--- config.mk ---
export PLATFORM = sky130hd
export DESIGN_NAME = demux18_reg_flat
export DESIGN_NICKNAME = d
export VERILOG_FILES = /design/src/rtl/demux18_reg_pkg.sv /design/src/rtl/demux18_reg_if.sv /design/src/rtl/demux18_reg_slot.sv /design/src/rtl/demux18_reg.sv /design/src/flat_wrapper.sv
export SDC_FILE = /design/constraint.sdc
export NUM_CORES = 1
export LEC_CHECK = 0
export ABC_AREA = 1
export BUFFER_PORTS_ARGS = -buffer_cell sky130_fd_sc_hd__buf_2
export CAP_MARGIN = 10
export CELL_PAD_IN_SITES_DETAIL_PLACEMENT = 0
export CELL_PAD_IN_SITES_GLOBAL_PLACEMENT = 1
export CORE_AREA = 3 3 147 78
export DETAILED_ROUTE_END_ITERATION = 12
export DIE_AREA = 0 0 150 81
export GPL_TIMING_DRIVEN = 1
export PLACE_DENSITY = 0.81
export SYNTH_ARGS = -nofsm -noshare
export SYNTH_HDL_FRONTEND = slang
export SYNTH_HIERARCHICAL = 1
export SYNTH_SLANG_ARGS = --single-unit
--- constraint.sdc ---
create_clock -name clk -period 1.5 [get_ports clk]
set_input_delay 0.225 -clock clk [delete_from_list [all_inputs] [get_ports clk]]
set_output_delay 0.225 -clock clk [all_outputs]
set_load 0.1 [all_outputs]
--- src/rtl/demux18_reg_pkg.sv ---
// Shared channel geometry and mode encodings for the demux write side and the
// 8:1 mux read side, so both agree on channel count and address width.
package demux18_reg_pkg;
    localparam int NUM_CH = 8;
    localparam int ADDR_W = 3;

    localparam logic MODE_ADDR = 1'b0;
    localparam logic MODE_SCAN = 1'b1;

    function automatic logic [NUM_CH-1:0] ch_onehot(input logic [ADDR_W-1:0] ch);
        return NUM_CH'(1) << ch;
    endfunction
endpackage

--- src/rtl/demux18_reg_if.sv ---
// Producer/consumer bundle of the registered 1-to-8 demultiplexer.
interface demux18_reg_if #(
    parameter int width = 8
);
    import demux18_reg_pkg::*;

    logic                CSn;
    logic                mode;
    logic [ADDR_W-1:0]   A;
    logic [width-1:0]    D;
    logic                D_valid;
    logic                D_ready;
    logic [width-1:0]    Y0, Y1, Y2, Y3, Y4, Y5, Y6, Y7;
    logic [NUM_CH-1:0]   Y_valid;
    logic [NUM_CH-1:0]   Y_ack;
    logic [ADDR_W-1:0]   scan_ptr;
    logic                all_full;

    modport master (
        output CSn, mode, A, D, D_valid, Y_ack,
        input  D_ready, Y0, Y1, Y2, Y3, Y4, Y5, Y6, Y7, Y_valid, scan_ptr, all_full
    );

    modport slave (
        input  CSn, mode, A, D, D_valid, Y_ack,
        output D_ready, Y0, Y1, Y2, Y3, Y4, Y5, Y6, Y7, Y_valid, scan_ptr, all_full
    );
endinterface

--- src/rtl/demux18_reg_slot.sv ---
// One channel holding register with its valid flag; data survives an ack.
module demux_slot #(
    parameter int width = 8
) (
    input  logic             clk,
    input  logic             rst_n,
    input  logic             load,
    input  logic [width-1:0] D,
    input  logic             ack,
    output logic [width-1:0] Y,
    output logic             Y_valid
);
    // load is only ever asserted while the slot is empty, so set and clear never collide
    always_ff @(posedge clk or negedge rst_n) begin
        if (!rst_n) begin
            Y       <= '0;
            Y_valid <= 1'b0;
        end else begin
            if (load) begin
                Y <= D;
            end
            Y_valid <= load | (Y_valid & ~ack);
        end
    end
endmodule

--- src/rtl/demux18_reg.sv ---
// Registered 1-to-8 demultiplexer: steers D to one channel slot by address or
// by an auto-scan pointer, with per-channel valid/ack handshakes.
module demux18_reg
    import demux18_reg_pkg::*;
#(
    parameter int width = 8
) (
    input  logic          clk,
    input  logic          rst_n,
    demux18_reg_if.slave  bus
);
    logic [NUM_CH-1:0] valid;
    logic [NUM_CH-1:0] valid_next;
    logic [NUM_CH-1:0] load;
    logic [width-1:0]  y [NUM_CH];
    logic [ADDR_W-1:0] ptr;
    logic [ADDR_W-1:0] tgt;
    logic              ready;
    logic              accept;
    logic              full;

    assign tgt    = (bus.mode == MODE_SCAN) ? ptr : bus.A;
    assign ready  = !bus.CSn && !valid[tgt];
    assign accept = bus.D_valid && ready;
    assign load   = accept ? ch_onehot(tgt) : '0;

    genvar gi;
    generate
        for (gi = 0; gi < NUM_CH; gi++) begin : g_slot
            assign valid_next[gi] = load[gi] | (valid[gi] & ~bus.Y_ack[gi]);

            demux_slot #(
                .width(width)
            ) u_slot (
                .clk     (clk),
                .rst_n   (rst_n),
                .load    (load[gi]),
                .D       (bus.D),
                .ack     (bus.Y_ack[gi]),
                .Y       (y[gi]),
                .Y_valid (valid[gi])
            );
        end
    endgenerate

    // Pointer only moves on a real accept, so a stalled channel stalls the stream
    always_ff @(posedge clk or negedge rst_n) begin
        if (!rst_n) begin
            ptr <= '0;
        end else if (accept && bus.mode == MODE_SCAN) begin
            ptr <= ptr + 1'b1;
        end
    end

    always_ff @(posedge clk or negedge rst_n) begin
        if (!rst_n) begin
            full <= 1'b0;
        end else begin
            full <= &valid_next;
        end
    end

    assign bus.D_ready  = ready;
    assign bus.Y_valid  = valid;
    assign bus.scan_ptr = ptr;
    assign bus.all_full = full;
    assign bus.Y0       = y[0];
    assign bus.Y1       = y[1];
    assign bus.Y2       = y[2];
    assign bus.Y3       = y[3];
    assign bus.Y4       = y[4];
    assign bus.Y5       = y[5];
    assign bus.Y6       = y[6];
    assign bus.Y7       = y[7];
endmodule

--- src/flat_wrapper.sv ---
// flat-port wrapper written by rule: the top's interface ports become plain ports
module demux18_reg_flat import demux18_reg_pkg::*;
#(
    parameter int width = 8
)
  (clk, rst_n, bus_CSn, bus_mode, bus_A, bus_D, bus_D_valid, bus_Y_ack, bus_D_ready, bus_Y0, bus_Y1, bus_Y2, bus_Y3, bus_Y4, bus_Y5, bus_Y6, bus_Y7, bus_Y_valid, bus_scan_ptr, bus_all_full);
  demux18_reg_if #(.width(width)) bus_i ();
  input  logic clk;
  input  logic rst_n;
  input wire logic [$bits(bus_i.CSn)-1:0] bus_CSn;
  input wire logic [$bits(bus_i.mode)-1:0] bus_mode;
  input wire logic [$bits(bus_i.A)-1:0] bus_A;
  input wire logic [$bits(bus_i.D)-1:0] bus_D;
  input wire logic [$bits(bus_i.D_valid)-1:0] bus_D_valid;
  input wire logic [$bits(bus_i.Y_ack)-1:0] bus_Y_ack;
  output wire logic [$bits(bus_i.D_ready)-1:0] bus_D_ready;
  output wire logic [$bits(bus_i.Y0)-1:0] bus_Y0;
  output wire logic [$bits(bus_i.Y1)-1:0] bus_Y1;
  output wire logic [$bits(bus_i.Y2)-1:0] bus_Y2;
  output wire logic [$bits(bus_i.Y3)-1:0] bus_Y3;
  output wire logic [$bits(bus_i.Y4)-1:0] bus_Y4;
  output wire logic [$bits(bus_i.Y5)-1:0] bus_Y5;
  output wire logic [$bits(bus_i.Y6)-1:0] bus_Y6;
  output wire logic [$bits(bus_i.Y7)-1:0] bus_Y7;
  output wire logic [$bits(bus_i.Y_valid)-1:0] bus_Y_valid;
  output wire logic [$bits(bus_i.scan_ptr)-1:0] bus_scan_ptr;
  output wire logic [$bits(bus_i.all_full)-1:0] bus_all_full;
  assign bus_i.CSn = bus_CSn;
  assign bus_i.mode = bus_mode;
  assign bus_i.A = bus_A;
  assign bus_i.D = bus_D;
  assign bus_i.D_valid = bus_D_valid;
  assign bus_i.Y_ack = bus_Y_ack;
  assign bus_D_ready = bus_i.D_ready;
  assign bus_Y0 = bus_i.Y0;
  assign bus_Y1 = bus_i.Y1;
  assign bus_Y2 = bus_i.Y2;
  assign bus_Y3 = bus_i.Y3;
  assign bus_Y4 = bus_i.Y4;
  assign bus_Y5 = bus_i.Y5;
  assign bus_Y6 = bus_i.Y6;
  assign bus_Y7 = bus_i.Y7;
  assign bus_Y_valid = bus_i.Y_valid;
  assign bus_scan_ptr = bus_i.scan_ptr;
  assign bus_all_full = bus_i.all_full;
  demux18_reg #(.width(width)) u_core (.clk(clk), .rst_n(rst_n), .bus(bus_i));
endmodule
### Word-level counts from Yosys, hierarchy flattened

Cells that the tools add are included.

| storage, ports and cells | value |
|---|---|
| RAM bits | 0 |
| output and inout port bits | 77 |
| bits in latches | 0 |
| memory bits (read-only) | 0 |
| memories kept | 0 |
| bits in registers | 76 |
| bits of input ports | 24 |
| word-level logic and storage cells | 55 |

| cells by class | value |
|---|---|
| div/mod/pow operators | 0 |
| multiply operators | 0 |
| reduce and logical (&&, ||, !) cells | 6 |
| order comparisons | 1 |
| bitwise gates (word level) | 24 |
| $add $sub $neg | 1 |
| equality and inequality tests | 0 |
| shifts and indexed selects | 1 |
| muxes and demuxes | 4 |

Operator list:

| cell | count |
|---|---|
| bitwise AND 1 bit | 8 |
| two-way mux 8 bit | 1 |
| NOT 1 bit | 8 |
| bitwise OR 1 bit | 8 |
| AND reduction 8 bit | 1 |
| << shifter 1 x 3 -> 8 bit (first input constant) | 1 |
| < comparator 3 x 4 -> 1 bit (second input constant) | 1 |
| adder 3 x 1 -> 3 bit (second input constant) | 1 |
| binary-select mux 1 bit (select 3 bit) | 1 |
| logical AND 1 bit | 3 |
| two-way mux 3 bit | 1 |
| logical NOT 1 bit | 2 |
| two-way mux 1 bit | 1 |

### Longest topological paths before layout

Gate-level depths: netlist of the first run.

| depth | value |
|---|---|
| depth in word-level cells | 9 |
| gate-level depth with buffers | 14 |
| depth with buffers taken out | 14 |

### Cells and area by module

Netlist of the first run, hierarchy kept.

Modules (own cells, without submodules):

| module | cells each | area an instance (µm²) | seq. area each (µm²) | instances |
|---|---|---|---|---|
| demux_slot | 38 | 341.6 | 225.2 | 8 |
| demux18_reg | 114 | 628.1 | 100.1 | 1 |

### Worst setup path before layout of the first run

Ideal clock, no wire load.

| timing path | value |
|---|---|
| path kind | register -> register |
| from | register u_core.ptr[0] (netlist: u_core/bus.scan_ptr[0]) |
| to | register u_core.ptr[0] (netlist: u_core/bus.scan_ptr[0]) |
| clock period less this slack | 2.543 ns |
| arrival time | 2.383 ns |
| slack | -1.043 ns |
| buffers on the path | 0 |
| cell stages (with the launch flop) | 11 |
| required time | 1.340 ns |
| library setup time | 0.160 ns |
| cells stage by stage | dfrtp_1 -> nand2_1 -> nand3_1 -> nand2_1 -> nand2_1 -> nand2_2 -> a21oi_4 -> and2_4 -> nand2_4 -> nor2_4 -> xor2_2 |

| on the way | value |
|---|---|
| word-level cells in the longest chain between the ends | 7 |
| elaborated cells on any way between the ends | 8 |
| classes of those cells | add/sub: 1; mux: 3; reduce/logical: 4 |

RTL lines:

| item | RTL line | source |
|---|---|---|
| from (decl) | demux18_reg.sv:16 | `logic [ADDR_W-1:0] ptr;` |
| from (signal assigned) | demux18_reg.sv:51 | `ptr <= ptr + 1'b1;` |
| two-way mux 3 bit | demux18_reg.sv:22 | `assign tgt = (bus.mode == MODE_SCAN) ? ptr : bus.A;` |
| binary-select mux 1 bit (select 3 bit) | demux18_reg.sv:23 | `assign ready = !bus.CSn && !valid[tgt];` |
| two-way mux 1 bit (not written as such) | demux18_reg.sv:23 |  |
| logical NOT 1 bit | demux18_reg.sv:23 |  |
| logical AND 1 bit | demux18_reg.sv:23 |  |
| via bus_D_ready | flat_wrapper.sv:16 | `output wire logic [$bits(bus_i.D_ready)-1:0] bus_D_ready;` |
| logical AND 1 bit | demux18_reg.sv:24 | `assign accept = bus.D_valid && ready;` |
| logical AND 1 bit | demux18_reg.sv:50 | `end else if (accept && bus.mode == MODE_SCAN) begin` |

The timed path passes the listed nets, and every way through them passes these cells. The select of a mux whose other input is x is not followed.
A chain may end at the register's enable or synchronous reset.

### Final worst setup path of the first run

| timing path | value |
|---|---|
| from | register u_core.ptr[0] (netlist: u_core/bus.scan_ptr[0]) |
| to | output bus_D_ready |

| on the way | value |
|---|---|
| word-level cells in the longest chain between the ends | 5 |

RTL lines:

| item | RTL line |
|---|---|
| two-way mux 3 bit | demux18_reg.sv:22 |
| binary-select mux 1 bit (select 3 bit) | demux18_reg.sv:23 |
| two-way mux 1 bit (not written as such) | demux18_reg.sv:23 |
| logical NOT 1 bit | demux18_reg.sv:23 |
| logical AND 1 bit | demux18_reg.sv:23 |
| to (decl) | flat_wrapper.sv:16 |

No other way between the ends. The select of a mux whose other input is x is not followed.

==> flow_summary.ini, run 1 <==
[route]
ant_nets = 0
vias = 3097
drtPass1Iterations = 5
wirelength_mm = 10.26
wl_per_cell_um = 14.40
drc_errors = 0
viasPerCell = 4.350
first_iter_violations = 214

[global_routing]
grt.total_usage_pct = 17.52
busiest_layer = met2
use_met2_pct = 28.22
grt_pass1_vias = 2998
gr-usage-met3_pct = 4.125
antenna_found_initial = 0
grtUsageMet1_pct = 23.43
grt_overflow = 0
grt_max_degree = 29
grt_pass1_wl_mm = 16.00

[synth]
netlist_area_um2 = 3361
yosys.cell_types.count = 19
ys_seq_elements = 76
synth_seq_area_share_pct = 56.59
yosysWarnings = 6
syn_avg_cell_area_um2 = 8.040
syn_nets = 443
syn_inst = 418

[setup_path]
arrival_ns = 1.67
cp_slowest_stage_delay_ns = 0.49
r2r_setup_slack_ns = -0.33
cp-startpoint = u_core/bus.scan_ptr[0]
path_class = register to output pin
end_kind = output pin
worstPathCellList = nand2_4 -> nand2_4 -> nand2_2 -> nand2_1 -> nand2_1 -> nand2_2 -> a21oi_4 -> and2_4 -> buf_12
r2r_cells = 14
r2r_end = u_core/g_slot[0].u_slot/Y[2]
critical-path-slowest-cell = dfrtp_4
crit_required_ns = 1.27
cp_max_fo = 3
rr_startpoint = u_core/bus.scan_ptr[0]
cp-endpoint = bus_D_ready
startpoint_type = register

[finish]
layout_commonest_cell = nand2_1
nets = 592
final_util_pct = 51.33
layout.cells.non_filler = 712
fin_area_um2 = 5210
final_cell_mix = nand2_1, buf_2, dfrtp_1
n_antenna_cell = 0
area_growth_pct = 55.03
drive_gt1_share_pct = 46.85

[clock_network]
cts_buffer_depth = 2
cts_buffers = 9
clk_latency_ns = 0.34
root_buffer = clkbuf_16
htree_levels = 3
cts.sinks = 76
clk_pin_slew_worst_paths_ns = 0.06
cts_tree = built

[floorplan]
start_util_pct = 33.11
die_w_um = 150
die_area_um2 = 12150
die_h_um = 81
num_io_pins = 101
core_area_um2 = 10150
row_count = 26

[min_path]
hold_path_class = input pin to register

[place]
gp_congestion = 0.8694
dpl_cell_area_um2 = 4403
dp_hpwl_mm = 7.081
io_buffers = 100
dp_cells = 681

[sta]
fin_setup_tns_ns = -20.21
fin_skew_ns = 0.006014
tightest_slew_ns = 0.5070
fin_crit_ns = 1.898
fin_crit_sh_pct = 126.5
slew_violations = 0
fin_ws_ns = -0.3980
rsz0062_at_grt = yes
setup_viol = 77
max-slew-margin-rel_pct = 66.43
hold_viol = 0
max_freq_mhz = 526.9

[run_status]
status = finished with violations
violations = negative setup slack

[job]
drv.max_cap_violation_count = 0
synthesized netlist by cell type, drive strengths merged:
master  instances  area [um^2]
dfrtp          76         1902
inv            43        161.4
nand2         257        984.7
xor2            2        25.03
nor2           10        45.04
o21ai           4        23.77
nand4           8        50.05
nand3           6        30.03
and2            1        8.760
buf             9        101.4
ha              1        12.51
a21oi           1        16.27
layer usage:
layer  vias up  wire length [um]
met2        55              4992
met4         0                81
met3         4               326
li1       1557                 -
met5         -                 0
met1      1481              4854
layout make-up:
cell class | count | area (um^2)
Inverter | 43 | 221.5
Tap cell | 140 | 175.2
Multi-Input combinational cell | 290 | 1420
Sequential cell | 76 | 1923
Timing Repair Buffer | 144 | 1119
Fill cell | 982 | 4940
Timing Repair inverter | 3 | 38.79
Clock buffer | 11 | 252.7
Clock inverter | 5 | 60.06
flip-flops by register name, summed over array words and instances, names as in the netlist:
signal / flops
u_core/bus.scan_ptr: 3
u_core/g_slot.u_slot/Y_valid: 8
u_core/g_slot.u_slot/Y: 64
u_core/bus.all_full: 1
what timing repair did:
item	in CTS	in global routing
pin swaps	10	30
gates resized for setup	31	80
cloned	6	0
endpoints found under the setup margin	80	79
buffers inserted	3	5
endpoints found under the hold margin	26	0
hold buffers	1	0
critical path: cells and delay by family (launching register included):
family	cells	cell delay (ns)
buffers and inverters	1	0.17
AO/OA/AOI/OAI	1	0.13
flip-flops	1	0.49
AND/OR/NAND/NOR	7	0.54
stage by stage:
step	worst slack, ns	hold WS, ns
6_report	-0.3980	0.1432
5_1_grt	-0.4918	0.1486
4_1_cts	-0.4209	0.1304
3_5_place_dp	-0.3742	0.1894
3_3_place_gp	-0.3661	0.1815
2_1_floorplan	-0.5379	-0.07059
cells by family (layout without fill, tap and decap cells):
family | after synthesis | count (layout) | synth area share [%]
AOI/OAI and AO/OA | 5 | 5 | 1.191
xor gates and xnor gates | 2 | 2 | 0.7448
adders and majority gates | 1 | 1 | 0.3722
buffers and inverters | 52 | 206 | 7.818
DFF | 76 | 76 | 56.59
and+or+nand+nor | 282 | 282 | 33.28
worst min path at each step:
stage	startpoint	to	slack, ns	cells after the start
2_1_floorplan	rst_n	u_core/bus.all_full	-0.07	0
3_3_place_gp	rst_n	u_core/g_slot[0].u_slot/Y[6]	0.18	1
3_5_place_dp	rst_n	u_core/g_slot[0].u_slot/Y[6]	0.19	1
4_1_cts	bus_Y_ack[4]	u_core/g_slot[4].u_slot/Y_valid	0.13	4
5_1_grt	bus_Y_ack[5]	u_core/g_slot[5].u_slot/Y_valid	0.15	4
6_report	bus_Y_ack[5]	u_core/g_slot[5].u_slot/Y_valid	0.14	4
Power of run 1 is not shown: default switching activity piles up to over one toggle a cycle in this logic, so the estimate is an artifact.
==> run 2, diff against run 1 <==
Settings changed: CORE_AREA 3 3 147 78 to 3 3 134 71, DIE_AREA 0 0 150 81 to 0 0 137 74, PLACE_DENSITY 0.81 to 0.91.
Clock period 1.5 ns to 2.3 ns, I/O delays scaled along.
==> run 2 against run 1 <==
Net effect:
- critical path depth unchanged
- design area decreased by 17%
- clock-buffer cell count unchanged
- sequential share of layout area grew 7.3 points
- the run now ends clean
- global-route usage up 1.2 points
- critical endpoint unchanged
- hold slack lost 0.13 ns
==> flow_summary.ini, run 2 (same netlist as run 1, synthesis figures left out) <==
[finish]
drive_gt1_share_pct = 27.66
multi_input_area_um2 = 1201
final_cell_mix = nand2_1, buf_2, dfrtp_1
ff_latch_area_um2 = 1906
largest_register_ff_count = 64
area_growth_pct = 28.18
n_antenna_cell = 0
nets = 556
fillers = 835
final_util_pct = 50.51
regMostFlops = u_core/g_slot.u_slot/Y
layout_commonest_cell = nand2_1

[sta]
max-slew-margin-rel_pct = 62.07
fin_setup_tns_ns = 0
fin_crit_sh_pct = 95.11
fin_skew_ns = 0.008054
fin_crit_ns = 2.187
slew_violations = 0
holdWs_ns = 0.01784
hold_viol = 0
tightest_slew_ns = 0.5689
max_freq_mhz = 457.2
setup_viol = 0

[route]
viasPerCell = 4.452
ant_nets = 0
first_iter_violations = 281
wl_per_cell_um = 13.90
drtPass1Iterations = 4
drc_errors = 0
vias = 2903
wirelength_mm = 9.062

[setup_path]
rr_startpoint = u_core/bus.scan_ptr[0]
critical_path.top_delay_family = simple AND/OR/NAND/NOR gates
startpoint_type = register
end_kind = output pin
path_class = register to output pin
crit_required_ns = 1.96
worstPathCellList = nand2_1 -> nand2_2 -> nand2_2 -> nand2_1 -> nand2_1 -> nand2_2 -> a21oi_4 -> and2_4 -> buf_12
critical-path-slowest-cell = dfrtp_2
path_buf_inv = 1
arrival_ns = 1.84
cp-startpoint = u_core/bus.scan_ptr[0]
cp_slowest_stage_delay_ns = 0.45
cp_max_fo = 6

[global_routing]
grt.total_usage_pct = 18.74
grt_overflow = 0
grt_pass1_vias = 2822
grt_max_degree = 45
antenna_found_initial = 0
grt_pass1_wl_mm = 14.32

[clock_network]
cts_tree = built
cts.sinks = 76
htree_levels = 3
root_buffer = clkbuf_16
cts_hold_buf = 0
cts_buffer_depth = 2
clk_latency_ns = 0.33
cts_buffers = 9
clk_pin_slew_worst_paths_ns = 0.06

[floorplan]
die_w_um = 137
row_count = 24
die_h_um = 74
num_io_pins = 101
core_area_um2 = 8528
die_area_um2 = 10140
start_util_pct = 39.41

[job]
drv.max_cap_violation_count = 0

[place]
dp_hpwl_mm = 6.505
io_buffers = 100
gp_congestion = 0.8198

[run_status]
status = finished clean

[min_path]
hold_path_class = input pin to async pin
run 2: worst paths after layout:
| path | end | slack [ns] | depth (start not counted) |
|---|---|---|---|
| max in group asynchronous | u_core/g_slot[1].u_slot/Y_valid | 1.66 | 2 |
| worst max register to register | u_core/g_slot[4].u_slot/Y[3] | 0.26 | 13 |
| worst min register to register | u_core/g_slot[1].u_slot/Y[1] | 0.46 | 2 |
| min in group clk | u_core/g_slot[5].u_slot/Y_valid | 0.26 | 4 |
| worst min-delay path | u_core/g_slot[5].u_slot/Y[6] | 0.02 | 1 |
| worst max-delay path | bus_D_ready | 0.11 | 9 |
run 2: final cells by class:
cell class,count,share of cell area [%]
Clock buffer,11,5.635
Clock inverter,4,1.162
Inverter,43,3.747
Multi-Input combinational cell,290,27.88
Sequential cell,76,44.23
Tap cell,117,3.398
Timing Repair Buffer,111,13.94
run 2: routing by layer:
layer  part of all wire (%)  global-route usage (%)  routed length [um]  up-vias
met1                     44                   25.14                4004     1344
li1                       -                       -                   -     1473
met2                     48                   30.49                4359       77
met4                    1.2                   6.637                 112        0
met5                      0                       0                   0        -
met3                    6.5                   4.257                 586        9
run 2: worst register-to-register path, stage by stage, from the launching register on:
cell and delay [ns]:
dfrtp_2 0.45, nand2_1 0.13, nand2_2 0.10, nand2_2 0.06
nand2_1 0.04, nand2_1 0.06, nand2_2 0.07, a21oi_4 0.21
buf_4 0.16, nand4_1 0.11, inv_1 0.25, inv_2 0.14
nand2_1 0.09, nand2_1 0.05
run 2: what timing repair did:
item | 4_1_cts | 5_1_grt
gates resized for setup | 0 | 1
endpoints found under the setup margin | 0 | 1
buffers inserted | 0 | 1
run 2: stage by stage:
stage / area [um^2] / worst slack, ns / std cells
4_1_cts: 4295 / 0.05944 / 651
5_1_grt: 4308 / -0.003892 / 652
3_3_place_gp: 4003 / 0.2661 / 636
3_5_place_dp: 4003 / 0.1674 / 636
6_report: 4308 / 0.1125 / 652
2_1_floorplan: 3364 / 0.1136 / 418
Power of run 2 is left out for the same reason.
